--- src/rtl/mouse_receiver.sv ---
// mouse_receiver
//   PS/2 device-to-host byte receiver. Synchronises the raw PS/2 clock and
//   data lines, glitch-filters the clock, and deframes 11-bit frames
//   (start, 8 data LSB-first, odd parity, stop). Each byte is delivered
//   with error flags on a one-cycle BYTE_READY strobe.
// Ports
//   CLK              in   system clock
//   RESET            in   asynchronous active-high reset
//   CLK_MOUSE_IN     in   raw PS/2 clock line level
//   DATA_MOUSE_IN    in   raw PS/2 data line level
//   READ_ENABLE      in   permits a new frame to start (checked at start bit only)
//   BYTE_READ        out  received byte, held until the next BYTE_READY
//   BYTE_ERROR_CODE  out  [0] parity error, [1] stop-bit error
//   BYTE_READY       out  one-cycle strobe, BYTE_READ/BYTE_ERROR_CODE valid
module mouse_receiver #(
  parameter int SYNC_STAGES    = 2,
  parameter int FILTER_LEN     = 8,
  parameter int TIMEOUT_CYCLES = 50000
) (
  input  logic       CLK,
  input  logic       RESET,
  input  logic       CLK_MOUSE_IN,
  input  logic       DATA_MOUSE_IN,
  input  logic       READ_ENABLE,
  output logic [7:0] BYTE_READ,
  output logic [1:0] BYTE_ERROR_CODE,
  output logic       BYTE_READY
);

  localparam int FW = (FILTER_LEN > 1) ? $clog2(FILTER_LEN) : 1;
  localparam int TW = $clog2(TIMEOUT_CYCLES + 1);

  typedef enum logic [2:0] {S_IDLE, S_DATA, S_PARITY, S_STOP, S_DONE} state_t;

  // ---------------- input synchronisers ----------------
  // Both lines idle high, so reset the chains to 1 to avoid a fake edge.
  logic [SYNC_STAGES-1:0] r_clk_sync, r_data_sync;
  logic                   w_clk_s, w_data_s;

  always_ff @(posedge CLK or posedge RESET) begin
    if (RESET) begin
      r_clk_sync  <= '1;
      r_data_sync <= '1;
    end else begin
      r_clk_sync  <= {r_clk_sync[SYNC_STAGES-2:0], CLK_MOUSE_IN};
      r_data_sync <= {r_data_sync[SYNC_STAGES-2:0], DATA_MOUSE_IN};
    end
  end

  assign w_clk_s  = r_clk_sync[SYNC_STAGES-1];
  assign w_data_s = r_data_sync[SYNC_STAGES-1];

  // ---------------- clock glitch filter ----------------
  // The filtered clock only follows the synchronised clock after FILTER_LEN
  // consecutive differing samples; any return to the old level restarts
  // the count. The data bit is captured on the same cycle the filtered
  // clock falls, so r_sdata is valid whenever r_strobe is high.
  logic [FW-1:0] r_filt_cnt;
  logic          r_filt_clk;
  logic          r_strobe;
  logic          r_sdata;

  always_ff @(posedge CLK or posedge RESET) begin
    if (RESET) begin
      r_filt_cnt <= '0;
      r_filt_clk <= 1'b1;
      r_strobe   <= 1'b0;
      r_sdata    <= 1'b1;
    end else begin
      r_strobe <= 1'b0;
      if (w_clk_s == r_filt_clk) begin
        r_filt_cnt <= '0;
      end else if (r_filt_cnt == FW'(FILTER_LEN - 1)) begin
        r_filt_cnt <= '0;
        r_filt_clk <= w_clk_s;
        r_strobe   <= ~w_clk_s;
        r_sdata    <= w_data_s;
      end else begin
        r_filt_cnt <= r_filt_cnt + 1'b1;
      end
    end
  end

  // ---------------- frame FSM ----------------
  state_t        r_state, w_next;
  logic [2:0]    r_count;
  logic [7:0]    r_shift;
  logic          r_parity;
  logic [TW-1:0] r_timeout;
  logic          w_in_frame, w_timeout, w_capture;

  // A strobe wins over an expiring timeout: the bit arrived in time.
  assign w_timeout = (r_timeout >= TW'(TIMEOUT_CYCLES - 1)) && !r_strobe;

  always_ff @(posedge CLK or posedge RESET) begin
    if (RESET) r_state <= S_IDLE;
    else       r_state <= w_next;
  end

  always_comb begin
    w_next = r_state;
    case (r_state)
      S_IDLE:   if (r_strobe && READ_ENABLE && !r_sdata) w_next = S_DATA;
      S_DATA:   if (w_timeout)                           w_next = S_IDLE;
                else if (r_strobe && r_count == 3'd7)    w_next = S_PARITY;
      S_PARITY: if (w_timeout)                           w_next = S_IDLE;
                else if (r_strobe)                       w_next = S_STOP;
      S_STOP:   if (w_timeout)                           w_next = S_IDLE;
                else if (r_strobe)                       w_next = S_DONE;
      S_DONE:                                            w_next = S_IDLE;
      default:                                           w_next = S_IDLE;
    endcase
  end

  always_comb begin
    w_in_frame = (r_state == S_DATA) || (r_state == S_PARITY) || (r_state == S_STOP);
    w_capture  = (r_state == S_STOP) && r_strobe;
    BYTE_READY = (r_state == S_DONE);
  end

  // ---------------- datapath ----------------
  // Output registers load on the stop-bit strobe, so they are already
  // valid during the DONE cycle that raises BYTE_READY, and stay untouched
  // by timeouts and ignored frames.
  always_ff @(posedge CLK or posedge RESET) begin
    if (RESET) begin
      r_count         <= '0;
      r_shift         <= '0;
      r_parity        <= 1'b0;
      r_timeout       <= '0;
      BYTE_READ       <= '0;
      BYTE_ERROR_CODE <= '0;
    end else begin
      if (r_strobe || !w_in_frame) r_timeout <= '0;
      else                         r_timeout <= r_timeout + 1'b1;

      if (r_state == S_IDLE) r_count <= '0;

      if (r_state == S_DATA && r_strobe) begin
        r_shift[r_count] <= r_sdata;
        r_count          <= r_count + 1'b1;
      end

      if (r_state == S_PARITY && r_strobe) r_parity <= r_sdata;

      if (w_capture) begin
        BYTE_READ          <= r_shift;
        BYTE_ERROR_CODE[0] <= ~(^r_shift ^ r_parity);
        BYTE_ERROR_CODE[1] <= ~r_sdata;
      end
    end
  end

endmodule

--- config.mk ---
export PLATFORM = sky130hd
export DESIGN_NAME = mouse_receiver
export DESIGN_NICKNAME = d
export VERILOG_FILES = /design/src/rtl/mouse_receiver.sv
export SDC_FILE = /design/constraint.sdc
export NUM_CORES = 1
export LEC_CHECK = 0
export BUFFER_PORTS_ARGS = -buffer_cell sky130_fd_sc_hd__buf_2
export CORE_MARGIN = 10
export CORE_UTILIZATION = 55
export CTS_CLUSTER_DIAMETER = 60
export CTS_CLUSTER_SIZE = 40
export DETAILED_ROUTE_END_ITERATION = 10
export HOLD_SLACK_MARGIN = 0.1
export PLACE_DENSITY = 0.74
export SLEW_MARGIN = 5
export SYNTH_ARGS = -nofsm -noshare
export SYNTH_HDL_FRONTEND = slang
export SYNTH_SLANG_ARGS = --single-unit
--- constraint.sdc ---
create_clock -name CLK -period 2.8 [get_ports CLK]
set_input_delay 0.28 -clock CLK [delete_from_list [all_inputs] [get_ports CLK]]
set_output_delay 0.28 -clock CLK [all_outputs]
set_load 0.02 [all_outputs]
# Word-level counts from Yosys, hierarchy flattened
# Cells that the tools add are included.
dict set report word_totals {
  output_inout_bits 11
  register_bits 51
  inputBits 5
  wordCells 72
}
dict set report classes {
  n_reduce_logical 19
  order_cmp 3
  n_bitwise 5
  mux 18
  add_sub_neg 3
  n_eq_ne 11
}
# operator count
set op_table {}
lappend op_table {{2-to-1 mux 3 bit} 11}
lappend op_table {{adder 16 x 1 -> 16 bit, second input constant} 1}
lappend op_table {{>= comparator 16 bit, second input constant} 1}
lappend op_table {{2-to-1 mux 16 bit} 1}
lappend op_table {{one-hot mux 3 bit (4 select lines)} 1}
lappend op_table {{== test 3 bit, second input constant} 3}
lappend op_table {{inequality test 3 bit, second input constant} 3}
lappend op_table {{bitwise mux 8 bit} 1}
lappend op_table {{logical AND 1 bit} 8}
lappend op_table {{XOR reduction 8 bit} 1}
lappend op_table {{adder 3 x 1 -> 3 bit, second input constant} 2}
lappend op_table {{== test 3 x 2 -> 1 bit, second input constant} 2}
lappend op_table {{less-than comparator 3 x 4 -> 1 bit, second input constant} 1}
lappend op_table {{NOT 1 bit} 4}
lappend op_table {{AND reduction 4 bit} 1}
lappend op_table {{demux 1 bit (select 3 bit)} 1}
lappend op_table {{== test 3 x 1 -> 1 bit, second input constant} 1}
lappend op_table {{>= comparator 3 x 1 -> 1 bit, second input constant} 1}
lappend op_table {{zero test 1 bit} 3}
lappend op_table {{zero test 3 bit} 1}
lappend op_table {{logical OR 1 bit} 3}
lappend op_table {{2-to-1 mux 1 bit} 3}
lappend op_table {{inequality test 2 bit, second input constant} 1}
lappend op_table {{AND reduction 2 bit} 1}
lappend op_table {{3 further kinds} 3}

# Longest topological paths before layout
# Gate-level depths: netlist (run 1).
dict set report logic_depth {
  ltp_word 6
  depth_mapped 6
}

# Worst setup path before layout (run 1)
# No wires, ideal clock.
dict set report synth_path {
  path_kind {register -> register}
  startpoint {register r_timeout[0]}
  endpoint {register r_state[1]}
  synth_period_minus_slack_ps 1663
  setup_slack_ps 1137
  stages_incl_launch_ff 6
  required_ps 2722
  arrival_ps 1586
  setup_time_ps 78
  path_cell_list {dfrtp_1 > ha_1 > nand3_1 > a2111oi_0 > or4b_2 > a21oi_1}
}
dict set report synth_via {
  elab_chain_len 4
  word_cells_on_any_way 10
  classes_between {1 x order compare; 3 x eq/ne; 4 x mux; 2 x reduce/logical}
}
# item line
set synth_lines {}
lappend synth_lines {{start: declaration} 89} ;# logic [TW-1:0] r_timeout;
lappend synth_lines {{start signal: assignment} 135} ;# else r_timeout <= r_timeout + 1'b1;
lappend synth_lines {{>= comparator 16 bit (*)} 93} ;# assign w_timeout = (r_timeout >= TW'(TIMEOUT_CYCLES - 1)) && !r_strobe;
lappend synth_lines {{logical AND 1 bit (*)} 93}
lappend synth_lines {{inequality test 3 bit (no source line), or another cell as far along} n/a}
lappend synth_lines {{AND reduction 4 bit (no source line) or one-hot mux 3 bit (4 select lines) (tied branches)} n/a}
lappend synth_lines {{end signal: assignment} 97} ;# else r_state <= w_next;
lappend synth_lines {{end: declaration} 85} ;# state_t r_state, w_next;
# Every way passes the cells marked *; elsewhere a longest branch is shown, timed or not.
# A chain may end at the register's enable or synchronous reset.

# Worst setup path in the final report (run 1)
# Ends and elaborated chain as after synthesis.

==> results of run 1 <==
-- registers in the layout, indices dropped and copies added, names as in the netlist --
name / cells
r_state: 3
r_parity: 1
r_filt_clk: 1
r_strobe: 1
BYTE_READ: 8
r_filt_cnt: 3
r_timeout: 16
r_data_sync: 2
r_sdata: 1
r_shift: 8
r_count: 3
BYTE_ERROR_CODE: 2
r_clk_sync: 2
-- metrics by stage --
stage	util [%]	instance area, µm²
3_5_place_dp	60.65	2461
4_1_cts	63.49	2576
2_1_floorplan	-	2342
5_1_grt	63.49	2576
3_3_place_gp	60.65	2461
6_report	63.49	2576
-- cells in the mapped netlist, types with 3 or more instances --
cell type,n
sky130_fd_sc_hd__clkbuf_1,5
sky130_fd_sc_hd__a21oi_1,5
sky130_fd_sc_hd__nand2_1,41
sky130_fd_sc_hd__xnor2_1,12
sky130_fd_sc_hd__xor2_1,6
sky130_fd_sc_hd__inv_1,7
sky130_fd_sc_hd__o21ai_0,5
sky130_fd_sc_hd__nand3_1,11
sky130_fd_sc_hd__nor4_1,3
sky130_fd_sc_hd__buf_2,3
sky130_fd_sc_hd__ha_1,5
sky130_fd_sc_hd__nor3_1,4
sky130_fd_sc_hd__nor2_1,19
sky130_fd_sc_hd__mux2_2,11
sky130_fd_sc_hd__dfstp_2,6
sky130_fd_sc_hd__dfrtp_1,45
sky130_fd_sc_hd__and2_1,3
-- worst max-delay path: stages (launching register included) --
cell	delay [ns]
sky130_fd_sc_hd__dfrtp_1	0.43
sky130_fd_sc_hd__ha_1	0.25
sky130_fd_sc_hd__nand3_1	0.13
sky130_fd_sc_hd__a2111oi_0	0.12
sky130_fd_sc_hd__or4b_2	0.64
sky130_fd_sc_hd__a21oi_1	0.13
-- worst paths after layout --
path	from	depth (start not counted)	end
min in group CLK	READ_ENABLE	5	r_state[0]
max	r_timeout[0]	5	r_state[1]
max in group asynchronous	RESET	3	r_clk_sync[1]
min reg2reg	r_data_sync[0]	0	r_data_sync[1]
max reg2reg	r_timeout[0]	5	r_state[1]
min	RESET	2	r_filt_cnt[1]
-- power groups by stage --
stage | clock (W) | combinational (W) | sequential [W]
global route | 0.000479 | 0.000242 | 0.000928
finish | 0.000446 | 0.000201 | 0.000910
global placement | 0 | 0.000198 | 0.000923
detailed placement | 0 | 0.000199 | 0.000925
CTS | 0.000453 | 0.000205 | 0.000911
floorplan | 0 | 0.000173 | 0.000899
-- routing by layer --
| layer | up-vias | share of wire [%] | GRT usage [%] |
|---|---|---|---|
| met1 | 751 | 47 | 15.75 |
| met5 | - | 0 | 0 |
| met3 | 6 | 5.2 | 3.346 |
| met4 | 0 | 1.4 | 4.940 |
| met2 | 34 | 46 | 19.48 |
| li1 | 792 | - | - |
-- cell type report --
| class | count | area (µm²) |
|---|---|---|
| well taps | 50 | 62.56 |
| inverters | 8 | 30.03 |
| multi-input cells | 155 | 994.7 |
| clock buffers | 5 | 68.82 |
| clock inverters | 3 | 26.28 |
| repair buffers | 19 | 110.1 |
| flip-flops and latches | 51 | 1284 |
| fillers | 337 | 1481 |
-- cells by family (layout without fill, tap and decap cells) --
group / Yosys count / count (layout) / synth area share (%)
DFF: 51 / 51 / 54.81
adders and majority gates: 5 / 5 / 2.671
and+or+nand+nor: 103 / 103 / 22.17
buffers and inverters: 16 / 35 / 2.724
xor gates and xnor gates: 19 / 19 / 7.692
AOI/OAI and AO/OA: 16 / 16 / 4.220
muxes: 12 / 12 / 5.716
==> impl_metrics.yaml, run 1 <==
logic_synthesis:
  yosysTopAreaCellShare_pct: 48.08
  ys_async_sr_fraction_pct: 100.0
  synth-edff-count: 0
  synth.top_cells.by_area: "sky130_fd_sc_hd__dfrtp_1 (48%), sky130_fd_sc_hd__dfstp_2 (6.7%), sky130_fd_sc_hd__nand2_1 (6.6%)"
  post_synth_inst_count: 222
  area_of_the_mapped_netlist_um2: 2342
  synth-seq-area-share_pct: 54.81
  synth_top_cell_by_area: "sky130_fd_sc_hd__dfrtp_1"
  synthFlopType: "sky130_fd_sc_hd__dfrtp_1"
  synthesis.nets: 232
  netlist-cell-type-count: 42
  syn-mean-instance-area_um2: 10.55
  yosys_warnings: 0
  synth.ff_latch_count: 51
sta:
  worst-slew-pin-transition_ns: 1.004
  finalHoldViolations: 0
  maxSlewHeadroom_pct: 32.94
  final_setup_violation_count: 0
  layout_setup_ws_ns: 1.040
  final.min_clock_period_ns: 1.760
  max_freq_ghz: 0.5682
  timing.final.max_slew_violations: 0
  grt_setup_unrepaired: "false"
  setup_tns_ns: 0
  final.period_utilization_pct: 62.85
  fin_worst_hold_slack_ns: 0.2059
  finClkSkew_ns: 0.007596
worst_setup_path:
  critPathArrivalTime_ns: 2.00
  critical_path.startpoint_type: "flip-flop"
  path_class: "flip-flop to flip-flop"
  critPathRequiredTime_ns: 3.04
  endpoint_kind: "flip-flop"
  timing.reg2reg.setup_slack_ns: 1.04
  path_max_fanout: 4
placed_design:
  dp_hpwl_um: 2847
  preCtsSetupSlack_ns: 1.047
  placement.io_buffers: 15
  place_congestion: 0.7969
  dp.cells: 281
floorplanning:
  die_area_um2: 7269
  pin_count: 16
  core-area_um2: 4058
  floorplan.rows: 23
  initial_utilization_pct: 57.72
  die_height_um: 85.26
  floorplan.die.width_um: 85.26
power:
  total_leakage_power_nw: 1.254
  power.density_nw_per_um2: 604.5
  power_switching_share_pct: 29.18
  power_frac_clock_pct: 28.6
  cell_internal_power_dissipation_w: 0.001103
  ir_drop_mv: 0.5241
  p_sw_w: 0.0004545
  power_w: 0.001557
  seq_power_share_pct: 58.5
  comb_power_share_pct: 12.9
job:
  drv.max_cap_violation_count: 0
clock_network:
  postCtsResizedCells: 0
  cts_root_buffer: "sky130_fd_sc_hd__clkbuf_8"
  post_cts.repair.setup_buffers: 0
  tritoncts.num_buffers: 5
  tritoncts_num_sinks: 51
  holdBufCountCts: 2
  cts-htree-levels: 2
  cts_tree: "done"
  worst_skew_pair.late_latency_ns: 0.31
  clk_pin_slew_ns: 0.10
  max-clock-path-buffers: 2
grt:
  largest_net_degree_at_the_start_of_global_routing: 51
  grt_pass1_vias: 1684
  overflow: 0
  gr-usage-all-layers_pct: 12.40
  antenna_found_initial: 0
  first_pass_grt_wire_length_um: 7521
routing:
  routed_vias: 1583
  wire_per_inst_um: 14.03
  finalWirelength_um: 4083
  detail_route.first_pass.iterations: 4
  drcViolationCount: 0
  avgViaCountPerCell: 5.440
  drt_iter0_markers: 141
  route.antenna.remaining_nets: 0
final_layout:
  final_layout_size_suffix_gt1_share_pct: 20.33
  layout.nets: 250
  syn_to_final_growth_pct: 9.989
  layout_common_cells: "sky130_fd_sc_hd__dfrtp_1 (45), sky130_fd_sc_hd__nand2_1 (41), sky130_fd_sc_hd__nor2_1 (19)"
  layout.cells.most_common: "sky130_fd_sc_hd__dfrtp_1"
  finalNonFillerCells: 291
  antenna-diode-count: 0
worst_hold_path:
  tightest_hold_check_type: "input pin to asynchronous set/reset pin"
outcome:
  status: "finished, final reports clean"
Power figures use the tool's default switching activity.
==> run 2: changes to the inputs <==
- ABC_AREA: unset -> 1
- CORE_UTILIZATION: 55 -> 54
- PLACE_DENSITY: 0.74 -> 0.75
- clock period: 2.8 -> 1.54 ns (I/O delays scaled with it)
==> run 2 against run 1 <==
  * Non-clock buffer count up 6
  * Synthesized cell count up 29%
  * First-iteration DRC count fell by 18%
  * Sequential power up 84%
  * Sequential share of layout area decreased by 4.3 points
  * Synthesized area grew 5.4%
  * Clock power rose by 110%
  * Via count is 21% higher
  * Critical path type unchanged
  * Critical endpoint is now r_timeout[10]
  * Largest power group unchanged
  * Highest routed layer unchanged
==> impl_metrics.yaml, run 2 <==
clock_network:
  tritoncts_num_sinks: 51
  worst_skew_pair.late_latency_ns: 0.30
  cts_root_buffer: "sky130_fd_sc_hd__clkbuf_8"
  tritoncts.num_buffers: 5
  cts_tree: "done"
  clk_pin_slew_ns: 0.09
  cts-htree-levels: 2
  max-clock-path-buffers: 2
placed_design:
  placement.io_buffers: 15
  place_congestion: 0.8981
  dp.cells: 354
  dpl-instance-area_um2: 2640
  dp_hpwl_um: 3302
sta:
  final_setup_violation_count: 0
  max_freq_ghz: 0.6848
  timing.final.max_slew_violations: 0
  worst-slew-pin-transition_ns: 0.4762
  final.period_utilization_pct: 94.82
  finalHoldViolations: 0
  final.min_clock_period_ns: 1.460
  grt_setup_unrepaired: "true"
  finClkSkew_ns: 0.01533
  maxSlewHeadroom_pct: 67.96
outcome:
  status: "finished, final reports clean"
routing:
  routed_vias: 1914
  finalWirelength_um: 4553
  wire_per_inst_um: 12.41
  route.antenna.remaining_nets: 0
  avgViaCountPerCell: 5.215
  detail_route.first_pass.iterations: 4
  drt_iter0_markers: 116
  drcViolationCount: 0
floorplanning:
  pin_count: 16
  floorplan.rows: 24
  core-area_um2: 4384
  floorplan.die.width_um: 87.61
  die_height_um: 87.61
  die_area_um2: 7676
  initial_utilization_pct: 56.31
final_layout:
  registers.top_by_ff_count: "r_timeout"
  syn_to_final_growth_pct: 14.24
  final_layout_size_suffix_gt1_share_pct: 18.73
  antenna-diode-count: 0
  largestRegisters: "r_timeout (16), BYTE_READ (8), r_shift (8)"
  finalNonFillerCells: 367
  layout.core_utilization_pct: 64.33
  layout.nets: 324
  finalInstanceArea_um2: 2820
  max_ffs_per_register: 16
  layout_common_cells: "sky130_fd_sc_hd__nand2_1 (73), sky130_fd_sc_hd__dfrtp_1 (45), sky130_fd_sc_hd__inv_1 (39)"
  layout.cells.most_common: "sky130_fd_sc_hd__nand2_1"
logic_synthesis:
  yosys_warnings: 0
  synth.ff_latch_count: 51
  synth-edff-count: 0
  syn-mean-instance-area_um2: 8.632
  synth.top_cells.by_area: "sky130_fd_sc_hd__dfrtp_1 (46%), sky130_fd_sc_hd__nand2_1 (11%), sky130_fd_sc_hd__dfstp_2 (6.4%)"
  area_of_the_mapped_netlist_um2: 2469
  yosysMostFrequentCell: "sky130_fd_sc_hd__nand2_1"
  netlist_top_cells_count: "sky130_fd_sc_hd__nand2_1 (73), sky130_fd_sc_hd__dfrtp_1 (45), sky130_fd_sc_hd__inv_1 (40)"
  netlist-cell-type-count: 31
  synth_top_cell_by_area: "sky130_fd_sc_hd__dfrtp_1"
  synth-seq-area-share_pct: 52.00
  yosysTopAreaCellShare_pct: 45.62
  ys_async_sr_fraction_pct: 100.0
  synthFlopType: "sky130_fd_sc_hd__dfrtp_1"
  post_synth_inst_count: 286
  synthesis.nets: 296
worst_setup_path:
  reg2regPathDepth: 7
  timing.reg2reg.setup_slack_ns: 0.08
  crit_path_top_delay_cell: "sky130_fd_sc_hd__dfrtp_1"
  critical_path.startpoint_type: "flip-flop"
  reg2reg_from: "r_timeout[0]"
  cp_max_stage_delay_ns: 0.38
  critical_path.most_common_cell: "sky130_fd_sc_hd__nand3_2"
  path_class: "flip-flop to flip-flop"
  path_max_fanout: 5
  critPathRequiredTime_ns: 1.75
  cp_cell_sequence: "ha_2 > nand3_2 > nor2_4 > nand3_2 > inv_1 > nand2_1 > a211oi_2"
  regToRegEndpoint: "r_timeout[10]"
  critPathArrivalTime_ns: 1.67
  endpoint_kind: "flip-flop"
worst_hold_path:
  worstHoldEndpoint: "r_state[0]"
  worstHoldStart: "READ_ENABLE"
  tightest_hold_check_type: "input pin to flip-flop"
  hold-path-cell-count: 7
grt:
  largest_net_degree_at_the_start_of_global_routing: 52
  overflow: 0
  gr-usage-all-layers_pct: 12.25
  antenna_found_initial: 0
  grt_pass1_vias: 1705
  first_pass_grt_wire_length_um: 7721
power:
  power_w: 0.003263
  power.density_nw_per_um2: 1157
  total_leakage_power_nw: 1.476
  ir_drop_mv: 1.019
job:
  drv.max_cap_violation_count: 0
## run 2: cell count changes in the layout (fill, tap and decap cells not counted), moves of 6 or more
cell | before | now
sky130_fd_sc_hd__a21oi_1 | 5 | 19
sky130_fd_sc_hd__a31oi_1 | 0 | 9
sky130_fd_sc_hd__inv_1 | 6 | 39
sky130_fd_sc_hd__mux2_2 | 11 | 0
sky130_fd_sc_hd__nand2_1 | 41 | 73
sky130_fd_sc_hd__nor2_4 | 0 | 6
sky130_fd_sc_hd__xnor2_1 | 12 | 5
## run 2: worst max-delay path by stage
| stage | from | endpoint | slack (ns) | depth (start not counted) |
|---|---|---|---|---|
| 2_1_floorplan | RESET | BYTE_ERROR_CODE[0] | 0.17 | 1 |
| 3_3_place_gp | r_timeout[0] | r_state[0] | 0.13 | 9 |
| 3_5_place_dp | r_timeout[0] | r_timeout[10] | 0.05 | 7 |
| 4_1_cts | r_timeout[0] | r_timeout[10] | 0.04 | 7 |
| 5_1_grt | r_timeout[0] | r_timeout[14] | -0.08 | 8 |
| 6_report | r_timeout[0] | r_timeout[10] | 0.08 | 7 |
## run 2: final cells by class
cell class / instances / area, µm²
clock buffer: 6 / 82.58
sequential: 51 / 1284
multi-input combinational: 190 / 1030
timing repair buffer: 25 / 170.2
clock inverter: 2 / 35.03
tap: 52 / 65.06
fill: 368 / 1564
inverter: 41 / 153.9
## run 2: stage by stage
step / hold slack (ns) / setup WS, ns / setup TNS [ns]
after CTS: 0.3135 / 0.03848 / 0
after detailed placement: 0.2191 / 0.04836 / 0
final: 0.3206 / 0.07977 / 0
after global routing: 0.3531 / -0.07773 / -0.2545
after global placement: 0.2153 / 0.1301 / 0
after floorplan: 0.1585 / 0.1664 / 0
## run 2: kinds of logic after synthesis
group                    Yosys count  share of synthesized area (%)
flip-flops                        51                          52.00
AND/OR/NAND/NOR                  140                          27.27
buffers and inverters             45                          6.994
adder cells (fa/ha/maj)            5                          2.534
XOR/XNOR                           6                          2.129
AO/OA/AOI/OAI                     39                          9.072
## run 2: routing by layer
layer	global-route usage [%]	vias to the layer above	share of wire (%)
met5	0	-	0
met4	3.333	0	1.5
met3	3.435	6	5.7
met2	18.45	37	46
met1	16.88	895	47
li1	-	976	-
## run 2: worst max-delay path: cells and delay by family, from the launching register on
kind	cells	cell delay, ns
fa+ha+maj	1	0.21
flops	1	0.38
buf+inv	1	0.10
compound gates	1	0.22
simple gates	4	0.47
## run 2: what timing repair did
action	in CTS	in global routing
resized for setup	0	4
hold buffers	3	0
hold endpoints to repair	47	0
setup endpoints to repair	0	6
buffers inserted	0	2
## run 2: power by group
group	internal, W	total, W	switching, W	leakage, nW
combinational	0.000245	0.000644	0.000399	0.750
sequential	0.00152	0.00167	0.000141	0.666
clock	0.000526	0.000953	0.000427	0.0612
total	0.00230	0.00326	0.000967	1.48
